--- config.mk ---
export PLATFORM = sky130hd
export DESIGN_NAME = seq_mul_rca
export DESIGN_NICKNAME = d
export VERILOG_FILES = /design/src/rtl/synth_pkg.sv /design/src/rtl/rca_n.sv /design/src/rtl/seq_mul_rca.sv
export SDC_FILE = /design/constraint.sdc
export NUM_CORES = 1
export LEC_CHECK = 0
export BUFFER_PORTS_ARGS = -buffer_cell sky130_fd_sc_hd__clkbuf_2
export CAP_MARGIN = 20
export CORE_UTILIZATION = 51
export DETAILED_ROUTE_END_ITERATION = 8
export MAX_ROUTING_LAYER = met4
export PLACE_DENSITY = 0.77
export SLEW_MARGIN = 20
export SYNTH_ARGS = -nofsm -noshare
export SYNTH_HDL_FRONTEND = slang
export SYNTH_HIERARCHICAL = 1
export SYNTH_SLANG_ARGS = --single-unit
--- constraint.sdc ---
create_clock -name clk -period 3.1 [get_ports clk]
set_input_delay 0.31 -clock clk [delete_from_list [all_inputs] [get_ports clk]]
set_output_delay 0.31 -clock clk [all_outputs]
set_load 0.05 [all_outputs]
--- src/rtl/synth_pkg.sv ---
// synth_pkg: constants shared by the small synthesis-module set.
//   DEFAULT_WIDTH : default operand width for the sequential multiplier
//   ST_IDLE/ST_RUN/ST_DONE : legacy-compatible FSM state encodings
package synth_pkg;

  localparam int DEFAULT_WIDTH = 4;

  localparam logic [1:0] ST_IDLE = 2'd0;
  localparam logic [1:0] ST_RUN  = 2'd1;
  localparam logic [1:0] ST_DONE = 2'd2;

endpackage

--- src/rtl/rca_n.sv ---
// rca_n: WIDTH-bit ripple-carry adder built from a chain of bit1_FA cells.
// bit1_FA ports:
//   a, b, cin : addend bits and carry-in
//   sum, cout : sum bit and carry-out
// rca_n ports:
//   A, B : WIDTH-bit addends
//   Cin  : carry into bit 0
//   Sum  : WIDTH-bit sum
//   Cout : carry out of the MSB
module bit1_FA (
  input  logic a,
  input  logic b,
  input  logic cin,
  output logic sum,
  output logic cout
);

  // Classic full adder: propagate term reused for the carry.
  always_comb begin
    sum  = a ^ b ^ cin;
    cout = (a & b) | (cin & (a ^ b));
  end

endmodule

module rca_n #(
  parameter int WIDTH = 4
) (
  input  logic [WIDTH-1:0] A,
  input  logic [WIDTH-1:0] B,
  input  logic             Cin,
  output logic [WIDTH-1:0] Sum,
  output logic             Cout
);

  // carry[i] feeds bit i; carry[WIDTH] is the adder carry-out.
  logic [WIDTH:0] carry;

  assign carry[0] = Cin;
  assign Cout     = carry[WIDTH];

  for (genvar i = 0; i < WIDTH; i++) begin : g_bit
    bit1_FA u_fa (
      .a   (A[i]),
      .b   (B[i]),
      .cin (carry[i]),
      .sum (Sum[i]),
      .cout(carry[i+1])
    );
  end

endmodule

--- src/rtl/seq_mul_rca.sv ---
// seq_mul_rca: sequential unsigned shift-and-add multiplier wrapped around a
// single rca_n adder. One partial product is added per clock; the result is
// WIDTH x WIDTH -> 2*WIDTH bits with valid/ready handshakes on both sides.
// Ports:
//   clk       : rising-edge clock
//   rst       : asynchronous, active-high reset
//   In_valid  : operand pair A/B valid
//   In_ready  : block can accept operands (IDLE only)
//   A, B      : multiplicand / multiplier (sampled only on the accept edge)
//   Out_valid : Product valid (DONE state)
//   Out_ready : downstream accepts Product
//   Product   : A*B, unsigned, held stable while Out_valid && !Out_ready
//   Busy      : high in RUN state
// Optional feature macro: SEQ_MUL_ZERO_SKIP_EN -- a zero operand on the accept
// edge jumps straight to DONE with a zero result, skipping RUN entirely.
module seq_mul_rca
  import synth_pkg::*;
#(
  parameter int WIDTH = DEFAULT_WIDTH
) (
  input  logic               clk,
  input  logic               rst,
  input  logic               In_valid,
  output logic               In_ready,
  input  logic [WIDTH-1:0]   A,
  input  logic [WIDTH-1:0]   B,
  output logic               Out_valid,
  input  logic               Out_ready,
  output logic [2*WIDTH-1:0] Product,
  output logic               Busy
);

  localparam int CW = $clog2(WIDTH + 1);
  localparam logic [CW-1:0] CNT_INIT = CW'(WIDTH);
  localparam logic [CW-1:0] CNT_ONE  = CW'(1);

  logic [1:0]       state_q, state_d;
  logic [WIDTH-1:0] m_q, m_d;
  logic [WIDTH-1:0] acc_q, acc_d;
  logic [WIDTH-1:0] q_q, q_d;
  logic [CW-1:0]    cnt_q, cnt_d;

  logic [WIDTH-1:0] addend;
  logic [WIDTH-1:0] sum;
  logic             cout;

  // The multiplier LSB selects whether this step adds M or nothing.
  assign addend = q_q[0] ? m_q : '0;

  rca_n #(.WIDTH(WIDTH)) u_add (
    .A   (acc_q),
    .B   (addend),
    .Cin (1'b0),
    .Sum (sum),
    .Cout(cout)
  );

  // Next-state logic. In RUN the whole {C,S,Q} word shifts right by one so
  // the adder carry lands in the Acc MSB and is never lost.
  always_comb begin
    state_d = state_q;
    m_d     = m_q;
    acc_d   = acc_q;
    q_d     = q_q;
    cnt_d   = cnt_q;
    case (state_q)
      ST_IDLE: begin
        if (In_valid) begin
          m_d     = A;
          q_d     = B;
          acc_d   = '0;
          cnt_d   = CNT_INIT;
          state_d = ST_RUN;
`ifdef SEQ_MUL_ZERO_SKIP_EN
          if (A == '0 || B == '0) begin
            q_d     = '0;
            state_d = ST_DONE;
          end
`endif
        end
      end
      ST_RUN: begin
        acc_d = {cout, sum[WIDTH-1:1]};
        q_d   = {sum[0], q_q[WIDTH-1:1]};
        cnt_d = cnt_q - CNT_ONE;
        if (cnt_q == CNT_ONE) begin
          state_d = ST_DONE;
        end
      end
      ST_DONE: begin
        if (Out_ready) begin
          state_d = ST_IDLE;
        end
      end
      default: state_d = ST_IDLE;
    endcase
  end

  // State and datapath registers; reset discards any in-flight result.
  always_ff @(posedge clk or posedge rst) begin
    if (rst) begin
      state_q <= ST_IDLE;
      m_q     <= '0;
      acc_q   <= '0;
      q_q     <= '0;
      cnt_q   <= '0;
    end else begin
      state_q <= state_d;
      m_q     <= m_d;
      acc_q   <= acc_d;
      q_q     <= q_d;
      cnt_q   <= cnt_d;
    end
  end

  // Handshake outputs are pure state decodes, so In_ready never depends on
  // In_valid combinationally.
  assign In_ready  = (state_q == ST_IDLE);
  assign Busy      = (state_q == ST_RUN);
  assign Out_valid = (state_q == ST_DONE);
  assign Product   = Out_valid ? {acc_q, q_q} : '0;

endmodule

### After elaboration in Yosys (flattened, before gate mapping)

Index checks and enable logic that the tools add are counted.

| storage, ports and cells | value |
|---|---|
| flip-flop bits (word level) | 17 |
| input bits | 12 |
| output and inout port bits | 11 |
| logic and storage cells | 46 |

| cells by class | value |
|---|---|
| add/sub/neg operators | 1 |
| eq/ne operators | 6 |
| multiplexer cells | 12 |
| bitwise logic cells | 17 |
| reduce and logical (&&, ||, !) cells | 5 |

Operators with widths:

| kind | number |
|---|---|
| one-hot mux 4 bit (2 select lines) | 2 |
| two-way mux 4 bit | 3 |
| two-way mux 8 bit | 1 |
| bitwise AND 1 bit | 7 |
| XOR 1 bit | 7 |
| two-way mux 2 bit | 3 |
| one-hot mux 2 bit (3 select lines) | 1 |
| one-hot mux 3 bit (2 select lines) | 1 |
| != test 2 x 1 -> 1 bit (second input constant) | 2 |
| AND reduction 2 bit | 2 |
| equality test 3 x 1 -> 1 bit (second input constant) | 1 |
| two-way mux 3 bit | 1 |
| bitwise OR 1 bit | 3 |
| AND reduction 3 bit | 1 |
| subtractor 3 x 1 -> 3 bit (second input constant) | 1 |
| equality test 2 x 1 -> 1 bit (second input constant) | 1 |
| equality test 2 bit (second input constant) | 1 |
| zero test 2 bit | 1 |
| != test 2 bit (second input constant) | 1 |
| nonzero test 2 bit | 1 |

### Longest topological paths before layout

Gate-level depths: netlist of run 1.

| logic depth | value |
|---|---|
| word-level depth | 9 |
| gate-level depth with buffers | 6 |

### Modules after synthesis

Netlist of run 1, hierarchy kept.

By module, submodules not included:

| module | instances | cells an instance | area each (µm²) |
|---|---|---|---|
| seq_mul_rca | 1 | 78 | 835.8 |
| bit1_FA | 4 | 1 | 20.0 |

### Worst setup path after synthesis of run 1

OpenSTA, ideal clock, no wires.

| timing path | value |
|---|---|
| path type | register to register |
| start | register q_q[0] |
| end | register acc_q[2] |
| arrival | 2.349 ns |
| path slack | 0.630 ns |
| stages on the path, launching flop included | 7 |
| buffers on the path | 0 |
| period minus slack after synthesis | 2.470 ns |
| cell sequence | dfrtp_1 and2_1 fa_1 fa_1 fa_1 fa_1 a22o_1 |

| on the way | value |
|---|---|
| word-level cells in the longest chain between the ends | 8 |

RTL lines:

| what | RTL line | RTL |
|---|---|---|
| start: declaration | seq_mul_rca.sv:40 | `logic [WIDTH-1:0] q_q, q_d;` |
| start signal: assignment | seq_mul_rca.sv:111 | `q_q <= q_d;` |
| two-way mux 4 bit | seq_mul_rca.sv:48 | `assign addend = q_q[0] ? m_q : '0;` |
| named net addend[0] | seq_mul_rca.sv:43 | `logic [WIDTH-1:0] addend;` |
| bitwise AND 1 bit | rca_n.sv:21 | `cout = (a & b) \| (cin & (a ^ b));` |
| named net u_add.carry[1] | rca_n.sv:37 | `logic [WIDTH:0] carry;` |
| bitwise AND 1 bit | rca_n.sv:21 |  |
| bitwise OR 1 bit | rca_n.sv:21 |  |
| named net u_add.carry[2] | rca_n.sv:37 |  |
| bitwise AND 1 bit | rca_n.sv:21 |  |
| bitwise OR 1 bit | rca_n.sv:21 |  |
| named net u_add.carry[3] | rca_n.sv:37 |  |
| XOR 1 bit | rca_n.sv:20 | `sum = a ^ b ^ cin;` |
| named net sum[3] | seq_mul_rca.sv:44 | `logic [WIDTH-1:0] sum;` |
| one-hot mux 4 bit (2 select lines) | seq_mul_rca.sv:66 | `case (state_q)` |
| end signal: assignment | seq_mul_rca.sv:104 | `acc_q <= '0;` |
| end signal: assignment | seq_mul_rca.sv:110 | `acc_q <= acc_d;` |
| end: declaration | seq_mul_rca.sv:39 | `logic [WIDTH-1:0] acc_q, acc_d;` |

The timed path passes the listed nets, and every way through them passes these cells.
A chain may end at the register's enable or synchronous reset.

### Worst setup path in the final report of run 1

Ends and elaborated chain as after synthesis.

==> impl_metrics.py, run 1 <==
metrics = {
    "status": {
        "status": "completed",
    },
    "floorplan": {
        "design.die.area_mm2": 0.00197,
        "initial_core_util": 0.575,
        "die_x_um": 44.4,
        "fp-row-count": 14,
        "core_mm2": 0.00159,
        "die_h_um": 44.4,
        "pin_count": 23,
    },
    "timing": {
        "setup_viol": 0,
        "tightestPinTransition_ns": 0.648,
        "period_minus_slack_ns": 2.60,
        "hold_viol": 0,
        "fin_crit_sh": 0.837,
        "holdWs_ns": 0.0581,
        "fin_setup_tns_ns": 0,
        "maxSlewHeadroom": 0.568,
        "max_freq_mhz": 385,
        "slew_violations": 0,
        "rsz0062_at_grt": "no",
        "finClkSkew_ns": 0.00397,
    },
    "synth": {
        "ys_warn_count": 6,
        "synth_top_area_share": 0.464,
        "syn_inst": 82,
        "synth-seq-area-share": 0.464,
        "syn_nets": 100,
        "avgSynthCellArea_um2": 11.2,
        "ys_top_cells_by_area": "dfrtp_1 (46%), fa_1 (8.7%), mux2_2 (4.9%), and3_1 (4.8%), a22o_1 (3.8%)",
        "synth.cell_area_um2": 916,
        "synth_cell_types": 29,
        "synth_top_area_cell": "dfrtp_1",
        "yosys_register_bits": 17,
    },
    "detailed_routing": {
        "routed-via-count": 691,
        "ant_nets": 0,
        "drc": 0,
        "postRouteWirelength_um": 1720,
        "drtIter0Drc": 12,
        "wl_per_cell_um": 13.2,
        "avgViaCountPerCell": 5.32,
        "drt_first_pass_iters": 3,
    },
    "final_layout": {
        "drive_gt1_frac": 0.330,
        "fin_area_mm2": 0.00107,
        "antenna_cells": 0,
        "area_growth_pct": 16.7,
        "fin_cells": 130,
        "nNetsFinal": 125,
        "nFillCells": 125,
    },
    "worst_setup_path": {
        "worstSetupEndpointType": "register",
        "crit_arrival_ns": 2.79,
        "crit_required_ns": 3.30,
        "worst_setup_path_start_kind": "register",
        "critPathKind": "reg -> reg",
        "path_max_fanout": 7,
    },
    "global_routing": {
        "gr-usage-met3": 0.0367,
        "grt_antenna_before_repair": 0,
        "grtUsageMet1": 0.292,
        "grt_pass1_wl_um": 2920,
        "grt_usage": 0.215,
        "grt_util_met2": 0.312,
        "busiest_layer": "met2",
        "grt_overflow": 0,
        "grt_start_max_net_pins": 18,
        "grt_pass1_vias": 647,
    },
    "clocking": {
        "cts.sinks": 17,
        "tritoncts": "yes",
        "post_cts_resize_count": 0,
        "clock_path_buffers": 2,
        "clock_latency_ns": 0.30,
        "htreeDepth": 1,
        "clk_pin_slew_ns": 0.10,
        "cts_root_buf": "clkbuf_4",
        "hold_buffers": 0,
        "cts_setup_buffers": 0,
        "numCtsBuffers": 3,
    },
    "power_and_ir_drop": {
        "seqPwrFrac": 0.401,
        "peakVddDrop_mv": 0.618,
        "leakage_uw": 0.000547,
        "switchingPower_uw": 468,
        "p_clk_frac": 0.113,
        "power.density_mw_per_mm2": 1010,
        "p_int_uw": 615,
        "p_comb_frac": 0.486,
        "swShare": 0.432,
    },
    "flow_run": {
        "drv_cap": 0,
    },
    "place": {
        "placedCellCount": 126,
        "post-dp-hpwl_um": 1270,
        "place_area_mm2": 0.00104,
        "io_buffer_count": 22,
        "place.gp.congestion": 0.805,
    },
    "min_path": {
        "hp-class": "in -> async",
    },
}
-- synth_stat cells (all sizes together) --
library cell and instances:
dfrtp 17, o21ai 2, a32o 1, and2 4, fa 4, a31oi 1
a21oi 3, nand2 1, a22oi 1, o221a 1, ha 2, nand2b 2
buf 1, a22o 4, nor3b 1, mux2 4, o22ai 5, o21bai 1
o22a 1, conb 1, inv 9, nor3 1, clkbuf 1, nor2 5
and3 7, nand3b 2
-- power groups by stage --
stage | registers [µW] | clock network, µW | logic, µW
floorplan | 396 | 0 | 461
global placement | 435 | 0 | 517
detailed placement | 438 | 0 | 529
CTS | 433 | 124 | 532
global route | 454 | 132 | 585
finish | 434 | 122 | 527
-- area by class of cell --
cell class	count	area (µm²)	area share
Tap cell	24	30.0	0.0281
Multi-Input combinational cell	54	442	0.413
Clock buffer	3	22.5	0.0211
Sequential cell	17	425	0.398
Inverter	9	33.8	0.0316
Clock inverter	1	5.00	0.00468
Timing Repair Buffer	22	110	0.103
-- placed cells by master (no fill, tap or decap), types with 2 or more instances in the layout --
| cell type | netlist | final |
|---|---|---|
| clkbuf_2 | 0 | 22 |
| dfrtp_1 | 17 | 17 |
| inv_1 | 8 | 8 |
| and3_1 | 7 | 7 |
| o22ai_1 | 5 | 5 |
| nor2_1 | 4 | 4 |
| a22o_1 | 4 | 4 |
| mux2_2 | 4 | 4 |
| and2_1 | 4 | 4 |
| fa_1 | 4 | 4 |
| a21oi_1 | 3 | 3 |
| clkbuf_4 | 0 | 3 |
| nand3b_1 | 2 | 2 |
| o21ai_0 | 2 | 2 |
| ha_1 | 2 | 2 |
-- flip-flops by register name (all words and copies together) (netlist names) --
name,flops
state_q,2
m_q,4
cnt_q,3
acc_q,4
q_q,4
-- cells by family (layout without fill, tap and decap cells) --
| logic type | Yosys count | count (layout) | synth area share |
|---|---|---|---|
| and+or+nand+nor | 23 | 23 | 0.154 |
| AOI/OAI and AO/OA | 20 | 20 | 0.160 |
| DFF | 17 | 17 | 0.464 |
| buffers and inverters | 11 | 35 | 0.0533 |
| adders and majority gates | 6 | 6 | 0.115 |
| muxes | 4 | 4 | 0.0492 |
| other | 1 | 1 | 0.00409 |
-- metal layers --
layer  wire [µm]  part of all wire
met5           0                 0
met4          36             0.021
met3          64             0.037
met2         760              0.44
met1         859              0.50
-- worst max-delay path, stage by stage, from the launching register on --
cell and delay (ns):
dfrtp_1 0.46, and2_1 0.21, fa_1 0.40, fa_1 0.39
fa_1 0.39, fa_1 0.44, a22o_1 0.22
-- through the flow --
| stage | util | power, µW | setup slack, ns |
|---|---|---|---|
| floorplan | - | 856 | 0.630 |
| global placement | 0.653 | 952 | 0.582 |
| detailed placement | 0.653 | 968 | 0.522 |
| CTS | 0.670 | 1090 | 0.504 |
| global route | 0.670 | 1170 | 0.421 |
| finish | 0.670 | 1080 | 0.504 |
-- final timing paths --
| path | from | end | slack, ns | cells after the start |
|---|---|---|---|---|
| worst max register to register | q_q[0]$_DFFE_PP0P_ | acc_q[2]$_DFFE_PP0P_ | 0.50 | 6 |
| min in group clk | A[2] | m_q[2]$_DFFE_PP0P_ | 0.24 | 2 |
| max in group asynchronous | rst | m_q[1]$_DFFE_PP0P_ | 2.62 | 2 |
| worst max-delay path | q_q[0]$_DFFE_PP0P_ | acc_q[2]$_DFFE_PP0P_ | 0.50 | 6 |
| worst min-delay path | rst | cnt_q[0]$_DFFE_PP0P_ | 0.06 | 2 |
| worst min register to register | m_q[1]$_DFFE_PP0P_ | m_q[1]$_DFFE_PP0P_ | 0.51 | 1 |
Note: power is estimated with default switching activity, not from simulation.
==> run 2: changes to the inputs <==
Settings changed: ABC_AREA from default to 1.
Clock period 3.1 ns to 2.7 ns, I/O delays scaled along.
==> impl_metrics.py, run 2 <==
metrics = {
    "floorplan": {
        "die_h_um": 45.0,
        "fp-row-count": 15,
        "die_x_um": 45.0,
        "pin_count": 23,
        "core_mm2": 0.00173,
        "initial_core_util": 0.547,
        "design.die.area_mm2": 0.00203,
    },
    "worst_setup_path": {
        "crit_chain": "nand2_1, inv_1, fa_1, fa_1, fa_1, fa_1, nand2_1, nand2_1",
        "critPathKind": "reg -> reg",
        "crit_buf_inv": 1,
        "worst_setup_path_start_kind": "register",
        "max_stage_delay_ns": 0.49,
        "cpMostUsedCell": "fa_1",
        "crit_slowest_cell": "fa_1",
        "r2r_cells": 8,
        "crit_required_ns": 2.95,
        "path_max_fanout": 6,
        "crit_arrival_ns": 2.65,
        "cpLargestDelayFamily": "adder cells",
        "worstSetupEndpointType": "register",
        "cp.depth": 8,
    },
    "detailed_routing": {
        "wl_per_cell_um": 10.3,
        "drtIter0Drc": 21,
        "drc": 0,
        "ant_nets": 0,
        "avgViaCountPerCell": 4.76,
        "drt_first_pass_iters": 4,
        "routed-via-count": 828,
        "postRouteWirelength_um": 1800,
    },
    "timing": {
        "rsz0062_at_grt": "no",
        "max_freq_mhz": 416,
        "period_minus_slack_ns": 2.41,
        "hold_viol": 0,
        "tightestPinTransition_ns": 0.634,
        "setup_viol": 0,
        "fin_crit_sh": 0.891,
        "slew_violations": 0,
        "maxSlewHeadroom": 0.577,
        "finClkSkew_ns": 0.00873,
        "fin_setup_tns_ns": 0,
    },
    "global_routing": {
        "grt_antenna_before_repair": 0,
        "grt_pass1_wl_um": 2840,
        "grt_pass1_vias": 683,
        "grt_usage": 0.214,
        "grt_start_max_net_pins": 18,
        "grt_overflow": 0,
    },
    "final_layout": {
        "nFillCells": 155,
        "fin_area_mm2": 0.00111,
        "multi_input_area_um2": 428,
        "nNetsFinal": 168,
        "area_growth_pct": 17.2,
        "drive_gt1_frac": 0.201,
        "layout.cells.most_common": "nand2_1",
        "reg.largest.list": "acc_q: 4 flops, m_q: 4 flops, q_q: 4 flops",
        "final_cell_mix": "nand2_1 (52), clkbuf_2 (22), inv_1 (19)",
        "antenna_cells": 0,
        "regArea_um2": 425,
    },
    "status": {
        "status": "completed",
    },
    "synth": {
        "synth_common_cells": "nand2_1 (52), inv_1 (19), dfrtp_1 (17)",
        "synthArstFlopShare": 1.00,
        "synth_ff_type": "dfrtp_1",
        "synth-seq-area-share": 0.450,
        "synth_top_area_cell": "dfrtp_1",
        "ys_warn_count": 6,
        "yosysMostFrequentCell": "nand2_1",
        "synth_edf_count": 0,
        "syn_nets": 142,
        "yosys_register_bits": 17,
        "ys_top_cells_by_area": "dfrtp_1 (45%), nand2_1 (21%), fa_1 (8.5%), inv_1 (7.5%), nand3_1 (5.8%)",
        "synth_top_area_share": 0.450,
        "avgSynthCellArea_um2": 7.62,
        "synth.cell_area_um2": 945,
        "syn_inst": 124,
        "synth_cell_types": 15,
    },
    "clocking": {
        "htreeDepth": 1,
        "tritoncts": "yes",
        "clk_pin_slew_ns": 0.10,
        "cts.sinks": 17,
        "post_cts_resize_count": 0,
        "clock_latency_ns": 0.30,
        "clock_path_buffers": 2,
        "cts_root_buf": "clkbuf_4",
        "numCtsBuffers": 3,
        "hold_buffers": 0,
        "cts_setup_buffers": 0,
    },
    "place": {
        "post-dp-hpwl_um": 1360,
        "io_buffer_count": 22,
        "place_area_mm2": 0.00108,
        "place.gp.congestion": 0.813,
    },
    "power_and_ir_drop": {
        "peakVddDrop_mv": 0.740,
        "power.density_mw_per_mm2": 1110,
        "leakage_uw": 0.000677,
    },
    "flow_run": {
        "drv_cap": 0,
    },
    "min_path": {
        "hp-class": "in -> async",
    },
}
-- run 2: cells by family (layout without fill, tap and decap cells) --
family	count (synthesis)	after routing	share of synthesized area
AND/OR/NAND/NOR	73	73	0.315
other	1	1	0.00397
adder cells (fa/ha/maj)	6	6	0.111
buffers and inverters	23	48	0.0967
flip-flops	17	17	0.450
AO/OA/AOI/OAI	4	4	0.0225
-- run 2: worst paths after layout --
path / from / end / slack [ns]
hold reg to reg: m_q[3]$_DFFE_PP0P_ / m_q[3]$_DFFE_PP0P_ / 0.50
hold / removal: rst / m_q[2]$_DFFE_PP0P_ / 0.01
min in group clk: Out_ready / state_q[1]$_DFFE_PP0P_ / 0.17
setup reg to reg: q_q[0]$_DFFE_PP0P_ / acc_q[2]$_DFFE_PP0P_ / 0.29
max in group asynchronous: rst / q_q[2]$_DFFE_PP0P_ / 2.27
setup / recovery: q_q[0]$_DFFE_PP0P_ / acc_q[2]$_DFFE_PP0P_ / 0.29
-- run 2: area by class of cell --
cell class	count	share of cell area
clock buffers	4	0.0237
inverters	21	0.0712
multi-input cells	84	0.386
flip-flops and latches	17	0.384
well taps	25	0.0282
repair buffers	23	0.106
-- run 2: metal layers --
metal,track usage,share of wire,up-vias
li1,-,-,414
met2,0.342,0.47,37
met4,0.133,0.019,0
met3,0.0280,0.056,4
met1,0.255,0.46,373
met5,-,0,-
-- run 2: where the power goes --
part           total, µW  switching [µW]  internal, µW
sequential           479             110           369
clock                141            83.4          57.6
combinational        614             415           199
-- run 2: metrics by stage --
stage / total power, µW / hold slack [ns] / worst slack [ns] / cells / util
after floorplan: 953 / 0.196 / 0.376 / 124 / -
after global placement: 1070 / 0.370 / 0.348 / 170 / 0.626
after detailed placement: 1100 / 0.371 / 0.292 / 170 / 0.626
after CTS: 1240 / 0.0357 / 0.278 / 174 / 0.641
after global routing: 1350 / 0.0488 / 0.181 / 174 / 0.641
final: 1230 / 0.0121 / 0.294 / 174 / 0.641
-- run 2: worst register-to-register path, cell delays in order (launching register included) --
cell and delay, ns:
dfrtp_1 0.44, nand2_1 0.09, inv_1 0.05, fa_1 0.39, fa_1 0.39, fa_1 0.39
fa_1 0.49, nand2_1 0.05, nand2_1 0.06
==> run 3: changes to the inputs <==
Settings changed: SETUP_SLACK_MARGIN from default to 0.5.
==> impl_metrics.py, run 3 (synthesis results as in run 2) <==
metrics = {
    "place": {
        "place.gp.congestion": 0.807,
        "io_buffer_count": 22,
        "post-dp-hpwl_um": 1390,
        "placedCellCount": 170,
    },
    "floorplan": {
        "design.die.area_mm2": 0.00203,
        "fp-row-count": 15,
        "pin_count": 23,
        "core_mm2": 0.00173,
        "die_h_um": 45.0,
        "die_x_um": 45.0,
        "initial_core_util": 0.547,
    },
    "clocking": {
        "cts.sinks": 17,
        "clk_pin_slew_ns": 0.09,
        "tritoncts": "yes",
        "post_cts_resize_count": 0,
        "htreeDepth": 1,
        "clock_path_buffers": 2,
        "cts_root_buf": "clkbuf_4",
        "clock_latency_ns": 0.28,
        "numCtsBuffers": 3,
    },
    "timing": {
        "tightestPinTransition_ns": 0.653,
        "max_freq_mhz": 457,
        "holdWs_ns": 0.0410,
        "slew_violations": 0,
        "finClkSkew_ns": 0.00528,
        "fin_crit_sh": 0.810,
        "rsz0062_at_grt": "yes",
        "fin_setup_tns_ns": 0,
        "maxSlewHeadroom": 0.564,
        "hold_viol": 0,
        "setup_viol": 0,
        "period_minus_slack_ns": 2.19,
    },
    "detailed_routing": {
        "routed-via-count": 826,
        "drt_first_pass_iters": 4,
        "postRouteWirelength_um": 1840,
        "ant_nets": 0,
        "avgViaCountPerCell": 4.72,
        "wl_per_cell_um": 10.5,
        "drtIter0Drc": 25,
        "drc": 0,
    },
    "min_path": {
        "hp-class": "in -> async",
    },
    "worst_setup_path": {
        "worst_setup_path_start_kind": "register",
        "path_max_fanout": 2,
        "crit_arrival_ns": 2.37,
        "worstSetupEndpointType": "register",
        "critPathKind": "reg -> reg",
        "crit_required_ns": 2.88,
    },
    "final_layout": {
        "area_growth_pct": 18.8,
        "layout.cells.most_common": "nand2_1",
        "final_cell_mix": "nand2_1 (52), clkbuf_2 (22), inv_1 (19)",
        "antenna_cells": 0,
        "drive_gt1_frac": 0.227,
        "reg.largest.list": "acc_q: 4 flops, m_q: 4 flops, q_q: 4 flops",
        "fin_cells": 175,
        "nNetsFinal": 169,
    },
    "flow_run": {
        "drv_cap": 0,
    },
    "global_routing": {
        "grt_usage": 0.226,
        "grt_pass1_wl_um": 3030,
        "grt_antenna_before_repair": 0,
        "grt_pass1_vias": 733,
        "grt_overflow": 0,
        "grt_start_max_net_pins": 18,
    },
    "power_and_ir_drop": {
        "leakage_uw": 0.000676,
        "peakVddDrop_mv": 0.660,
        "power.density_mw_per_mm2": 1100,
    },
    "status": {
        "status": "completed",
    },
}
==> run 3: cell types whose count changed in the layout (fill, tap and decap cells not counted) <==
cell | before | now
buf_4 | 1 | 2
fa_1 | 4 | 1
fa_2 | 0 | 3
==> run 3: power by group <==
group          switching (µW)  leakage (µW)  internal (µW)
combinational             426      0.000448            212
sequential                102      0.000213            369
clock                    74.3     0.0000150           57.3
total                     602      0.000676            638
==> run 3: repair_timing <==
| action | 4_1_cts | 5_1_grt |
|---|---|---|
| setup endpoints to repair | 2 | 2 |
| setup buffers | 1 | 0 |
| hold buffers | 0 | 0 |
| pin swaps | 3 | 1 |
| cloned | 0 | 0 |
==> run 3: worst max-delay path, stage by stage, from the launching register on <==
cell and delay, ns:
dfrtp_1 0.39, nand2_1 0.06, inv_1 0.04, fa_2 0.33
fa_2 0.34, fa_2 0.35, fa_1 0.44, nand2_1 0.08
nand2_1 0.05
==> run 3: cell type report <==
| type | instances | area (µm²) |
|---|---|---|
| clock buffers | 4 | 26.3 |
| fillers | 160 | 604 |
| inverters | 21 | 78.8 |
| multi-input cells | 84 | 435 |
| flip-flops and latches | 17 | 425 |
| well taps | 25 | 31.3 |
| repair buffers | 24 | 125 |
==> run 3: worst paths after layout <==
check                                   start                     end  slack (ns)  cells past startpoint
setup reg to reg           q_q[0]$_DFFE_PP0P_    acc_q[2]$_DFFE_PP0P_        0.51                      8
min in group clk                    Out_ready  state_q[1]$_DFFE_PP0P_        0.20                      2
setup / recovery           q_q[0]$_DFFE_PP0P_    acc_q[2]$_DFFE_PP0P_        0.51                      8
hold / removal                            rst    acc_q[1]$_DFFE_PP0P_        0.04                      2
max in group asynchronous                 rst      q_q[1]$_DFFE_PP0P_        2.24                      2
hold reg to reg            m_q[2]$_DFFE_PP0P_      m_q[2]$_DFFE_PP0P_        0.48                      2
==> run 3: routing by layer <==
metal	global-route usage	vias up	wire length [µm]
li1	-	421	-
met1	0.262	378	864
met2	0.354	23	868
met3	0.0480	4	67
met4	0.145	0	42
met5	-	-	0
==> run 3: through the flow <==
| step | setup slack [ns] | total power, µW | area (µm²) | utilization |
|---|---|---|---|---|
| 6_report | 0.512 | 1240 | 1120 | 0.650 |
| 4_1_cts | 0.474 | 1250 | 1120 | 0.650 |
| 5_1_grt | 0.408 | 1370 | 1120 | 0.650 |
| 3_5_place_dp | 0.395 | 1110 | 1090 | 0.630 |
| 2_1_floorplan | 0.565 | 958 | 952 | - |
| 3_3_place_gp | 0.478 | 1080 | 1090 | 0.630 |
